[config.mk]
export PLATFORM = sky130hd
export DESIGN_NAME = mem_access_unit_flat
export DESIGN_NICKNAME = d
export VERILOG_FILES = /design/src/rtl/mem_pkg.sv /design/src/rtl/mem_access_unit_if.sv /design/src/rtl/mem_access_unit_sat.sv /design/src/rtl/mem_access_unit.sv /design/src/flat_wrapper.sv
export SDC_FILE = /design/constraint.sdc
export NUM_CORES = 1
export LEC_CHECK = 0
export ABC_CLOCK_PERIOD_IN_PS = 4700
export CORE_AREA = 2 2 86 80
export CTS_CLUSTER_DIAMETER = 200
export DETAILED_ROUTE_END_ITERATION = 8
export DIE_AREA = 0 0 88 82
export HOLD_SLACK_MARGIN = 0.03
export PLACE_DENSITY = 0.84
export SETUP_SLACK_MARGIN = 0.4
export SLEW_MARGIN = 10
export SYNTH_ARGS = -nofsm -noshare
export SYNTH_HDL_FRONTEND = slang
export SYNTH_SLANG_ARGS = --single-unit
[constraint.sdc]
create_clock -name Clock -period 4.7 [get_ports Clock]
set_input_delay 1.41 -clock Clock [delete_from_list [all_inputs] [get_ports Clock]]
set_output_delay 1.41 -clock Clock [all_outputs]
set_load 0.1 [all_outputs]
[src/rtl/mem_pkg.sv]
// Shared constants, FSM state encoding and address-range helper for the
// memory-stage controller and its testbench.
package mem_pkg;

  localparam int DATA_W    = 16;
  localparam int ADDR_W    = 16;
  localparam int MEM_DEPTH = 9;

  typedef enum logic [1:0] {
    ST_IDLE    = 2'd0,
    ST_ACCESS  = 2'd1,
    ST_CAPTURE = 2'd2,
    ST_RESP    = 2'd3
  } state_t;

  // Unsigned compare over the full address width
  function automatic logic addrInRange(input logic [ADDR_W-1:0] addr);
    return addr < ADDR_W'(MEM_DEPTH);
  endfunction

endpackage

[src/rtl/mem_access_unit_if.sv]
// Request/response handshake bundle between the execute stage (master) and
// the memory-stage controller (slave).
interface mem_access_unit_if;
  import mem_pkg::*;

  logic              ReqValid;
  logic              ReqReady;
  logic              ReqWrite;
  logic [ADDR_W-1:0] ReqAddr;
  logic [DATA_W-1:0] ReqData;
  logic [2:0]        ReqTag;
  logic              RespValid;
  logic              RespReady;
  logic [DATA_W-1:0] RespData;
  logic [2:0]        RespTag;
  logic              RespFault;

  modport master (
    output ReqValid, ReqWrite, ReqAddr, ReqData, ReqTag, RespReady,
    input  ReqReady, RespValid, RespData, RespTag, RespFault
  );

  modport slave (
    input  ReqValid, ReqWrite, ReqAddr, ReqData, ReqTag, RespReady,
    output ReqReady, RespValid, RespData, RespTag, RespFault
  );

endinterface

[src/rtl/mem_access_unit_sat.sv]
// 8-bit saturating event counter with synchronous clear; sticks at 255.
module sat_counter8 (
  input  logic       Clock,
  input  logic       Clear,
  input  logic       inc,
  output logic [7:0] count
);

  always_ff @(posedge Clock) begin
    if (Clear) begin
      count <= 8'd0;
    end else if (inc && (count != 8'hFF)) begin
      count <= count + 8'd1;
    end
  end

endmodule

[src/rtl/mem_access_unit.sv]
// Memory-stage controller: one load/store per handshake, drives the memory
// strobes, captures registered read data and returns a tagged response.
module mem_access_unit #(
  parameter int DATA_W    = mem_pkg::DATA_W,
  parameter int ADDR_W    = mem_pkg::ADDR_W,
  parameter int MEM_DEPTH = mem_pkg::MEM_DEPTH
) (
  input  logic              Clock,
  input  logic              Clear,
  mem_access_unit_if.slave  bus,
  output logic [ADDR_W-1:0] MemAddr,
  output logic [DATA_W-1:0] MemWriteData,
  output logic              MemWrite,
  output logic              MemRead,
  input  logic [DATA_W-1:0] MemData,
  output logic [7:0]        FaultCount
);
  import mem_pkg::*;

  state_t            state;
  logic              latWrite;
  logic              reqReady;
  logic              respValid;
  logic              respFault;
  logic [DATA_W-1:0] respData;
  logic [2:0]        respTag;
  logic              reqFault;
  logic              faultInc;

  assign reqFault = !addrInRange(bus.ReqAddr);
  assign faultInc = (state == ST_IDLE) && bus.ReqValid && reqFault;

  assign bus.ReqReady  = reqReady;
  assign bus.RespValid = respValid;
  assign bus.RespFault = respFault;
  assign bus.RespData  = respData;
  assign bus.RespTag   = respTag;

  // Every output is a register updated here; the memory only sees strobes
  // for exactly one cycle in ACCESS, and read data is grabbed in CAPTURE
  // because the memory zeroes its output one edge later.
  always_ff @(posedge Clock) begin
    if (Clear) begin
      state        <= ST_IDLE;
      latWrite     <= 1'b0;
      reqReady     <= 1'b1;
      respValid    <= 1'b0;
      respFault    <= 1'b0;
      respData     <= '0;
      respTag      <= '0;
      MemAddr      <= '0;
      MemWriteData <= '0;
      MemWrite     <= 1'b0;
      MemRead      <= 1'b0;
    end else begin
      case (state)
        ST_IDLE: begin
          if (bus.ReqValid) begin
            latWrite <= bus.ReqWrite;
            respTag  <= bus.ReqTag;
            reqReady <= 1'b0;
            if (reqFault) begin
              state     <= ST_RESP;
              respValid <= 1'b1;
              respFault <= 1'b1;
              respData  <= '0;
            end else begin
              state        <= ST_ACCESS;
              respFault    <= 1'b0;
              MemAddr      <= bus.ReqAddr;
              MemWriteData <= bus.ReqData;
              MemWrite     <= bus.ReqWrite;
              MemRead      <= !bus.ReqWrite;
            end
          end
        end
        ST_ACCESS: begin
          MemWrite <= 1'b0;
          MemRead  <= 1'b0;
          if (latWrite) begin
            state     <= ST_RESP;
            respValid <= 1'b1;
            respData  <= '0;
          end else begin
            state <= ST_CAPTURE;
          end
        end
        ST_CAPTURE: begin
          respData  <= MemData;
          respValid <= 1'b1;
          state     <= ST_RESP;
        end
        ST_RESP: begin
          if (bus.RespReady) begin
            respValid <= 1'b0;
            reqReady  <= 1'b1;
            state     <= ST_IDLE;
          end
        end
        default: state <= ST_IDLE;
      endcase
    end
  end

  sat_counter8 faultCounter (
    .Clock (Clock),
    .Clear (Clear),
    .inc   (faultInc),
    .count (FaultCount)
  );

endmodule

[src/flat_wrapper.sv]
// flat-port wrapper written by rule: the top's interface ports become plain ports
module mem_access_unit_flat import mem_pkg::*;
#(
  parameter int DATA_W    = mem_pkg::DATA_W,
  parameter int ADDR_W    = mem_pkg::ADDR_W,
  parameter int MEM_DEPTH = mem_pkg::MEM_DEPTH
)
  (Clock, Clear, MemAddr, MemWriteData, MemWrite, MemRead, MemData, FaultCount, bus_ReqValid, bus_ReqWrite, bus_ReqAddr, bus_ReqData, bus_ReqTag, bus_RespReady, bus_ReqReady, bus_RespValid, bus_RespData, bus_RespTag, bus_RespFault);
  mem_access_unit_if bus_i ();
  input  logic Clock;
  input  logic Clear;
  output logic [ADDR_W-1:0] MemAddr;
  output logic [DATA_W-1:0] MemWriteData;
  output logic MemWrite;
  output logic MemRead;
  input  logic [DATA_W-1:0] MemData;
  output logic [7:0] FaultCount;
  input wire logic [$bits(bus_i.ReqValid)-1:0] bus_ReqValid;
  input wire logic [$bits(bus_i.ReqWrite)-1:0] bus_ReqWrite;
  input wire logic [$bits(bus_i.ReqAddr)-1:0] bus_ReqAddr;
  input wire logic [$bits(bus_i.ReqData)-1:0] bus_ReqData;
  input wire logic [$bits(bus_i.ReqTag)-1:0] bus_ReqTag;
  input wire logic [$bits(bus_i.RespReady)-1:0] bus_RespReady;
  output wire logic [$bits(bus_i.ReqReady)-1:0] bus_ReqReady;
  output wire logic [$bits(bus_i.RespValid)-1:0] bus_RespValid;
  output wire logic [$bits(bus_i.RespData)-1:0] bus_RespData;
  output wire logic [$bits(bus_i.RespTag)-1:0] bus_RespTag;
  output wire logic [$bits(bus_i.RespFault)-1:0] bus_RespFault;
  assign bus_i.ReqValid = bus_ReqValid;
  assign bus_i.ReqWrite = bus_ReqWrite;
  assign bus_i.ReqAddr = bus_ReqAddr;
  assign bus_i.ReqData = bus_ReqData;
  assign bus_i.ReqTag = bus_ReqTag;
  assign bus_i.RespReady = bus_RespReady;
  assign bus_ReqReady = bus_i.ReqReady;
  assign bus_RespValid = bus_i.RespValid;
  assign bus_RespData = bus_i.RespData;
  assign bus_RespTag = bus_i.RespTag;
  assign bus_RespFault = bus_i.RespFault;
  mem_access_unit #(.DATA_W(DATA_W), .ADDR_W(ADDR_W), .MEM_DEPTH(MEM_DEPTH)) u_core (.Clock(Clock), .Clear(Clear), .bus(bus_i), .MemAddr(MemAddr), .MemWriteData(MemWriteData), .MemWrite(MemWrite), .MemRead(MemRead), .MemData(MemData), .FaultCount(FaultCount));
endmodule
==> results of run 1 <==
## final cells by class
cell class / count / area share, %
Clock inverter: 5 / 1.79
Inverter: 6 / 0.537
Timing Repair Buffer: 121 / 28.7
Clock buffer: 11 / 3.61
Multi-Input combinational cell: 212 / 30.7
Tap cell: 90 / 2.68
Sequential cell: 67 / 32.0
## through the flow
| stage | utilization [%] | setup WS, ns | hold WS (ns) | power [mW] | cell area [um^2] |
|---|---|---|---|---|---|
| after detailed placement | 62.6 | 1.03 | 0.444 | 1.47 | 3970 |
| after global placement | 62.6 | 1.11 | 0.441 | 1.45 | 3970 |
| after floorplan | - | 2.11 | 0.448 | 1.29 | 2820 |
| after global routing | 66.2 | 1.13 | 0.473 | 2.08 | 4200 |
| final | 66.2 | 1.33 | 0.455 | 1.99 | 4200 |
| after CTS | 66.2 | 1.32 | 0.460 | 2.01 | 4200 |
## synthesized netlist by cell type, types with 2 or more instances
library cell / number / area share [%]
a21oi_1: 34 / 6.0
o21ai_0: 29 / 5.2
nor2b_1: 5 / 1.1
clkbuf_1: 14 / 1.9
dfxtp_1: 67 / 48
nand3_1: 43 / 7.6
ha_1: 5 / 2.2
nor4_2: 2 / 0.89
buf_2: 3 / 0.53
buf_12: 4 / 2.8
nor2_1: 5 / 0.67
inv_1: 5 / 0.67
nand2_1: 28 / 3.7
o31ai_1: 2 / 0.53
nand4_1: 2 / 0.44
nor3_1: 4 / 0.71
mux2i_1: 16 / 5.7
and2_1: 13 / 2.9
mux2_2: 3 / 1.2
a211oi_1: 2 / 0.53
or3_1: 3 / 0.67
## cells by family (layout without fill, tap and decap cells)
| kind of cell | count (synthesis) | in the layout | synth area share, % |
|---|---|---|---|
| AO/OA/AOI/OAI | 75 | 75 | 15.0 |
| AND/OR/NAND/NOR | 113 | 113 | 21.6 |
| buffers and inverters | 29 | 143 | 6.71 |
| flip-flops | 67 | 67 | 47.6 |
| multiplexers | 19 | 19 | 6.88 |
| adder cells (fa/ha/maj) | 5 | 5 | 2.22 |
## layer usage
metal,share of wire [%],track usage [%]
met3,6.4,5.33
met5,0,0
met1,43,23.4
met4,1.1,7.38
met2,50,34.8
## state kept, by name, summed over array words and instances (netlist names)
| signal | cells |
|---|---|
| u_core.MemAddr | 16 |
| u_core.MemWriteData | 16 |
| u_core.bus.RespData | 16 |
| u_core.faultCounter.count | 8 |
| u_core.bus.RespTag | 3 |
| u_core.state | 2 |
| u_core.MemRead | 1 |
| u_core.MemWrite | 1 |
| u_core.bus.ReqReady | 1 |
| u_core.bus.RespFault | 1 |
| u_core.bus.RespValid | 1 |
| u_core.latWrite | 1 |
## final timing paths
check | depth (start not counted) | slack (ns) | start | end
hold reg to reg | 2 | 0.46 | u_core.bus.RespData[9] | u_core.bus.RespData[9]
hold / removal | 2 | 0.46 | u_core.bus.RespData[9] | u_core.bus.RespData[9]
setup / recovery | 1 | 1.33 | u_core.faultCounter.count[2] | FaultCount[2]
setup reg to reg | 7 | 2.16 | u_core.state[0] | u_core.faultCounter.count[4]
## where the power goes
part	switching [mW]	internal (mW)
registers	0.0317	0.617
logic	0.552	0.252
clock network	0.213	0.325
==> summary.md, run 1 <==
| Metric | Value |
|---|---|
| Worst EP required | `about 3.3 ns` |
| Initial antenna violation count | `0` |
| Via-per-instance ratio | `5.07` |
| WL/cell | `14.0 um` |
| Clock-pin slew on the worst setup and hold paths | `0.07 ns` |
| DR DRC count | `0` |
| Main synth FF type | `dfxtp_1` |
| Power per Cell Area | `474 mW/mm^2` |
| CTS tree | `yes` |
| Num CTS Buffers | `9` |
| # diodes | `0` |
| Footprint of the multi-input gates | `~0.0013 mm^2` |
| Area Growth Syn to Fin | `48.9%` |
| PostCTS Resize Cnt | `0` |
| Slew Limit Fails | `0` |
| Post-cts hold buffer count | `0` |
| CP startpoint kind | `flip-flop` |
| Max stage delay on crit path | `1.18 ns` |
| EDFF count, synth | `0` |
| Buf+Inv Stages, Crit Path | `1` |
| Static leakage | `1.47 nW` |
| Final Net Count | `about 480` |
| Max Clk Rate | `297 MHz` |
| Yosys cell types | `40` |
| H-tree Lvls | `3` |
| Hold Violations, Final | `0` |
| Layout cell share with drive strength beyond 1 | `6.40%` |
| Critical path fanouts, max | `7` |
| Storage cell area | `0.00134 mm^2` |
| Fill cells | `around 570` |
| Post-synthesis sequential area ratio | `47.6%` |
| Critical path data arrival time | `1.96 ns` |
| Total negative slack | `0 ns` |
| Most frequent cells in the layout | `clkdlybuf4s50_1, dfxtp_1, nand3_1, a21oi_1, o21ai_0` |
| Post-synth net total | `369` |
| Critical path class | `flip-flop to output pin` |
| Tcrit/Tclk final | `around 72%` |
| Placed cells | `about 500` |
| Core area | `0.00634 mm^2` |
| Register bit total from synthesis | `67` |
| Final ANT Viol Nets | `0` |
| Syn avg cell area | `9.15 um^2` |
| Worst path top cell family by delay | `buffers and inverters` |
| Status | `completed` |
| Via count | `2594` |
| # IOs | `120` |
| Setup Buffers After CTS | `0` |
| Commonest non-fill, non-tap cell in the layout | `clkdlybuf4s50_1` |
| Final non-filler cell total | `between 500 and 600` |
| Worst slew pin tran | `about 1.0 ns` |
| Total GRT Usage | `19.9%` |
| Synth warn | `0` |
| CTS root buf | `clkbuf_8` |
| Maximum vdd drop | `around 220 uV` |
| CP Cell Sequence | `clkdlybuf4s50_1` |
| Tmin final | `3.37 ns` |
| Clock Path Buffers | `2` |
| Fraction of registers with async set/reset | `0%` |
| RSZ-0062 raised after global routing | `false` |
| Final Wtd Congestion | `0.797` |
| DRT iter0 DRCs | `123` |
| Die W | `roughly 88 um` |
| CP Capture Type | `output pin` |
| Max_cap viols | `0` |
| Clock sink count | `67` |
| First-pass GRT wire length | `11.3 mm` |
| CP max-delay cell | `clkdlybuf4s50_1` |
| DP HPWL | `4.91 mm` |
| Worst min path class | `flip-flop to flip-flop` |
| Starting Density | `44.4%` |
| Total gr overflow | `0` |
| Number of global-route vias before repair | `between 2000 and 3000` |
| Vert. Die Dim | `about 82 um` |
| IO buf count | `119` |
| Final WL | `between 7 and 8 mm` |
| Setup-failing EPs final | `0` |
| Post-Syn Instances | `308` |
| Final Skew | `0.00503 ns` |
| Clock Latency Late Sink | `~0.34 ns` |
| Site Rows | `28` |
| Synth Cell Area | `~0.0028 mm^2` |
| Largest net degree at the start of global routing | `43` |
| Number of iterations in the first detailed-routing pass | `4` |
| Die area | `between 0.007 and 0.008 mm^2` |
| Max-slew headroom | `31.3%` |
Power figures use the tool's default switching activity.
==> run 2, diff against run 1 <==
--- a/config.mk
+++ b/config.mk
@@ -5,13 +5,13 @@
 export SDC_FILE = /design/constraint.sdc
 export NUM_CORES = 1
 export LEC_CHECK = 0
-export ABC_CLOCK_PERIOD_IN_PS = 4700
-export CORE_AREA = 2 2 86 80
+export ABC_CLOCK_PERIOD_IN_PS = 2700
+export CORE_AREA = 2 2 94 87
 export CTS_CLUSTER_DIAMETER = 200
 export DETAILED_ROUTE_END_ITERATION = 8
-export DIE_AREA = 0 0 88 82
+export DIE_AREA = 0 0 96 89
 export HOLD_SLACK_MARGIN = 0.03
-export PLACE_DENSITY = 0.84
+export PLACE_DENSITY = 0.75
 export SETUP_SLACK_MARGIN = 0.4
 export SLEW_MARGIN = 10
 export SYNTH_ARGS = -nofsm -noshare
==> constraint.sdc (replaced) <==
create_clock -name Clock -period 2.7 [get_ports Clock]
set_input_delay 0.81 -clock Clock [delete_from_list [all_inputs] [get_ports Clock]]
set_output_delay 0.81 -clock Clock [all_outputs]
set_load 0.1 [all_outputs]
==> summary.md, run 2 (same netlist as run 1, synthesis figures left out) <==
| Metric | Value |
|---|---|
| Buf+Inv Stages, Crit Path | `3 (+2)` |
| CP Capture Type | `flip-flop` |
| Placed cells | `510 (+2.8%)` |
| Final ANT Viol Nets | `0 (unchanged)` |
| Maximum vdd drop | `367 uV (+69%)` |
| Number of global-route vias before repair | `2535 (-0.55%)` |
| Design Area, Final | `0.00422 mm^2 (+0.48%)` |
| Slew Limit Fails | `0 (unchanged)` |
| Critical path fanouts, max | `26 (+19)` |
| Final Net Count | `487 (+1.9%)` |
| H-tree Lvls | `3 (unchanged)` |
| Clock-pin slew on the worst setup and hold paths | `0.07 ns (about the same)` |
| Clock Latency Late Sink | `0.35 ns (about the same)` |
| Num CTS Buffers | `9 (unchanged)` |
| Most frequent cells in the layout | `buf_4, dfxtp_1, clkdlybuf4s50_1, nand3_1, a21oi_1` |
| Worst EP required | `2.98 ns (-0.31 ns)` |
| Number of iterations in the first detailed-routing pass | `4 (unchanged)` |
| Final Power | `3.64 mW (+83%)` |
| Clock Path Buffers | `2 (unchanged)` |
| Worst slew pin tran | `0.634 ns (-0.393 ns)` |
| Post-cts hold buffer count | `0 (unchanged)` |
| WHS | `0.456 ns (+0.000810 ns)` |
| Worst hold path startpoint | `u_core.bus.RespData[12]` |
| Max stage delay on crit path | `0.55 ns (-0.63 ns)` |
| FF-to-FF setup slack | `0.67 ns (-1.49 ns)` |
| Setup WS post-layout | `0.439 ns (-0.889 ns)` |
| Max-slew headroom | `57.3% (+26 points)` |
| Utilization after layout | `56.4% (-9.7 points)` |
| Stages on the worst setup path | `7 (+6)` |
| Critical path class | `input port to flip-flop` |
| DP HPWL | `5.52 mm (+12%)` |
| Worst Hold End | `u_core.bus.RespData[12]` |
| Die W | `96 um (+9.1%)` |
| Worst path top cell family by delay | `buffers and inverters` |
| FF-to-FF path depth | `7 (unchanged)` |
| Clock sink count | `67 (unchanged)` |
| # IOs | `120 (unchanged)` |
| CTS tree | `yes` |
| Final Skew | `0.0101 ns (+0.00503 ns)` |
| RSZ-0062 raised after global routing | `true` |
| DRT iter0 DRCs | `112 (-8.9%)` |
| Worst min path class | `flip-flop to flip-flop` |
| Final WL | `7.91 mm (+10%)` |
| Total negative slack | `0 ns (unchanged)` |
| Critical path data arrival time | `2.54 ns (+0.58 ns)` |
| WHS Path Cells | `2 (unchanged)` |
| Via-per-instance ratio | `5.00 (-1.3%)` |
| Tcrit/Tclk final | `between 80% and 90%` |
| RR Endpoint | `u_core.faultCounter.count[4]` |
| Site Rows | `30 (+7.1%)` |
| Final Wtd Congestion | `0.820 (+2.8%)` |
| Max_cap viols | `0 (unchanged)` |
| Commonest non-fill, non-tap cell in the layout | `buf_4` |
| Cell Area, Placed | `0.00389 mm^2 (-2.0%)` |
| Total gr overflow | `0 (unchanged)` |
| Hold Violations, Final | `0 (unchanged)` |
| Power per Cell Area | `864 mW/mm^2 (+82%)` |
| IO buf count | `119 (unchanged)` |
| # diodes | `0 (unchanged)` |
| Total GRT Usage | `18.8% (-1.1 points)` |
| R2r startpoint | `u_core.state[0]` |
| Area Growth Syn to Fin | `49.6%` |
| Setup-failing EPs final | `0 (unchanged)` |
| CP startpoint kind | `input port` |
| Final non-filler cell total | `527 (+2.9%)` |
| DP Worst Slack | `-0.207 ns (-1.24 ns)` |
| Tmin final | `2.26 ns` |
| CTS root buf | `clkbuf_8` |
| Starting Density | `37.7% (-6.7 points)` |
| Largest net degree at the start of global routing | `36 (-16%)` |
| Layout cell share with drive strength beyond 1 | `24.6% (+18 points)` |
| CP Cell Sequence | `clkdlybuf4s50_1, nor4_4, and4_4, buf_6, buf_12, or4_4, a21oi_2` |
| CP max-delay cell | `clkdlybuf4s50_1` |
| Initial antenna violation count | `0 (unchanged)` |
| Via count | `2635 (+1.6%)` |
| Static leakage | `1.70 nW (+16%)` |
| DR DRC count | `0 (unchanged)` |
| Max Clk Rate | `about 440 MHz` |
| Status | `completed` |
| WL/cell | `15.0 um (+6.9%)` |
| Die area | `0.00854 mm^2 (+18%)` |
| Vert. Die Dim | `89 um (+8.5%)` |
| Core area | `0.00747 mm^2 (+18%)` |
| First-pass GRT wire length | `12.3 mm (+8.8%)` |
==> run 2: changes by cell type in the layout (fill, tap and decap cells not counted), sizes merged <==
cell,previous run,this run
buf,2,75
clkdlybuf4s50,119,51
dlymetal6s2s,0,4
bufinv,2,3
clkbuf,11,10
==> run 2: worst register-to-register path: stages (launching register included) <==
cell	delay (ns)
dfxtp_1	0.33
inv_1	0.13
ha_2	0.31
and2_1	0.19
buf_4	0.13
o21ai_0	0.22
nor3_1	0.26
mux2_2	0.35
==> run 2: metal layers <==
layer | share of wire [%] | GRT usage, % | wire (um) | up-vias
met5 | 0 | 0 | 0 | -
met4 | 1.3 | 6.62 | 100 | 0
met3 | 11 | 9.44 | 891 | 8
met2 | 45 | 29.4 | 3530 | 102
met1 | 43 | 22.3 | 3390 | 1208
li1 | - | - | - | 1317
==> run 2: worst max-delay path by stage <==
stage                                 startpoint                      endpoint  slack [ns]
floorplan           u_core.faultCounter.count[3]  u_core.faultCounter.count[4]        0.57
global route                        bus_ReqValid  u_core.faultCounter.count[4]        0.37
global placement                  bus_ReqAddr[0]        u_core.bus.RespData[7]       -0.17
detailed placement                bus_ReqAddr[0]       u_core.bus.RespData[11]       -0.21
CTS                               bus_ReqAddr[0]  u_core.faultCounter.count[2]        0.44
finish                            bus_ReqAddr[7]  u_core.faultCounter.count[2]        0.44
==> run 2: layout make-up <==
cell class	count	area, um^2
clock buffer	10	138
clock inverter	6	113
fill	662	3250
inverter	6	22.5
multi-input combinational	212	1330
sequential	67	1340
tap	96	120
timing repair buffer	130	1150
==> run 2: timing repair <==
item                                   CTS  global route
pin swaps                                1             3
setup endpoints to repair               55            20
resized for setup                        2            10
buffers inserted                         1             0
endpoints found under the hold margin    0             0
==> run 2: report_power, final <==
part	leakage, nW	switching (mW)	internal [mW]	total (mW)
Combinational	1.03	0.992	0.477	1.47
Clock	0.126	0.405	0.640	1.05
Sequential	0.543	0.0559	1.07	1.13
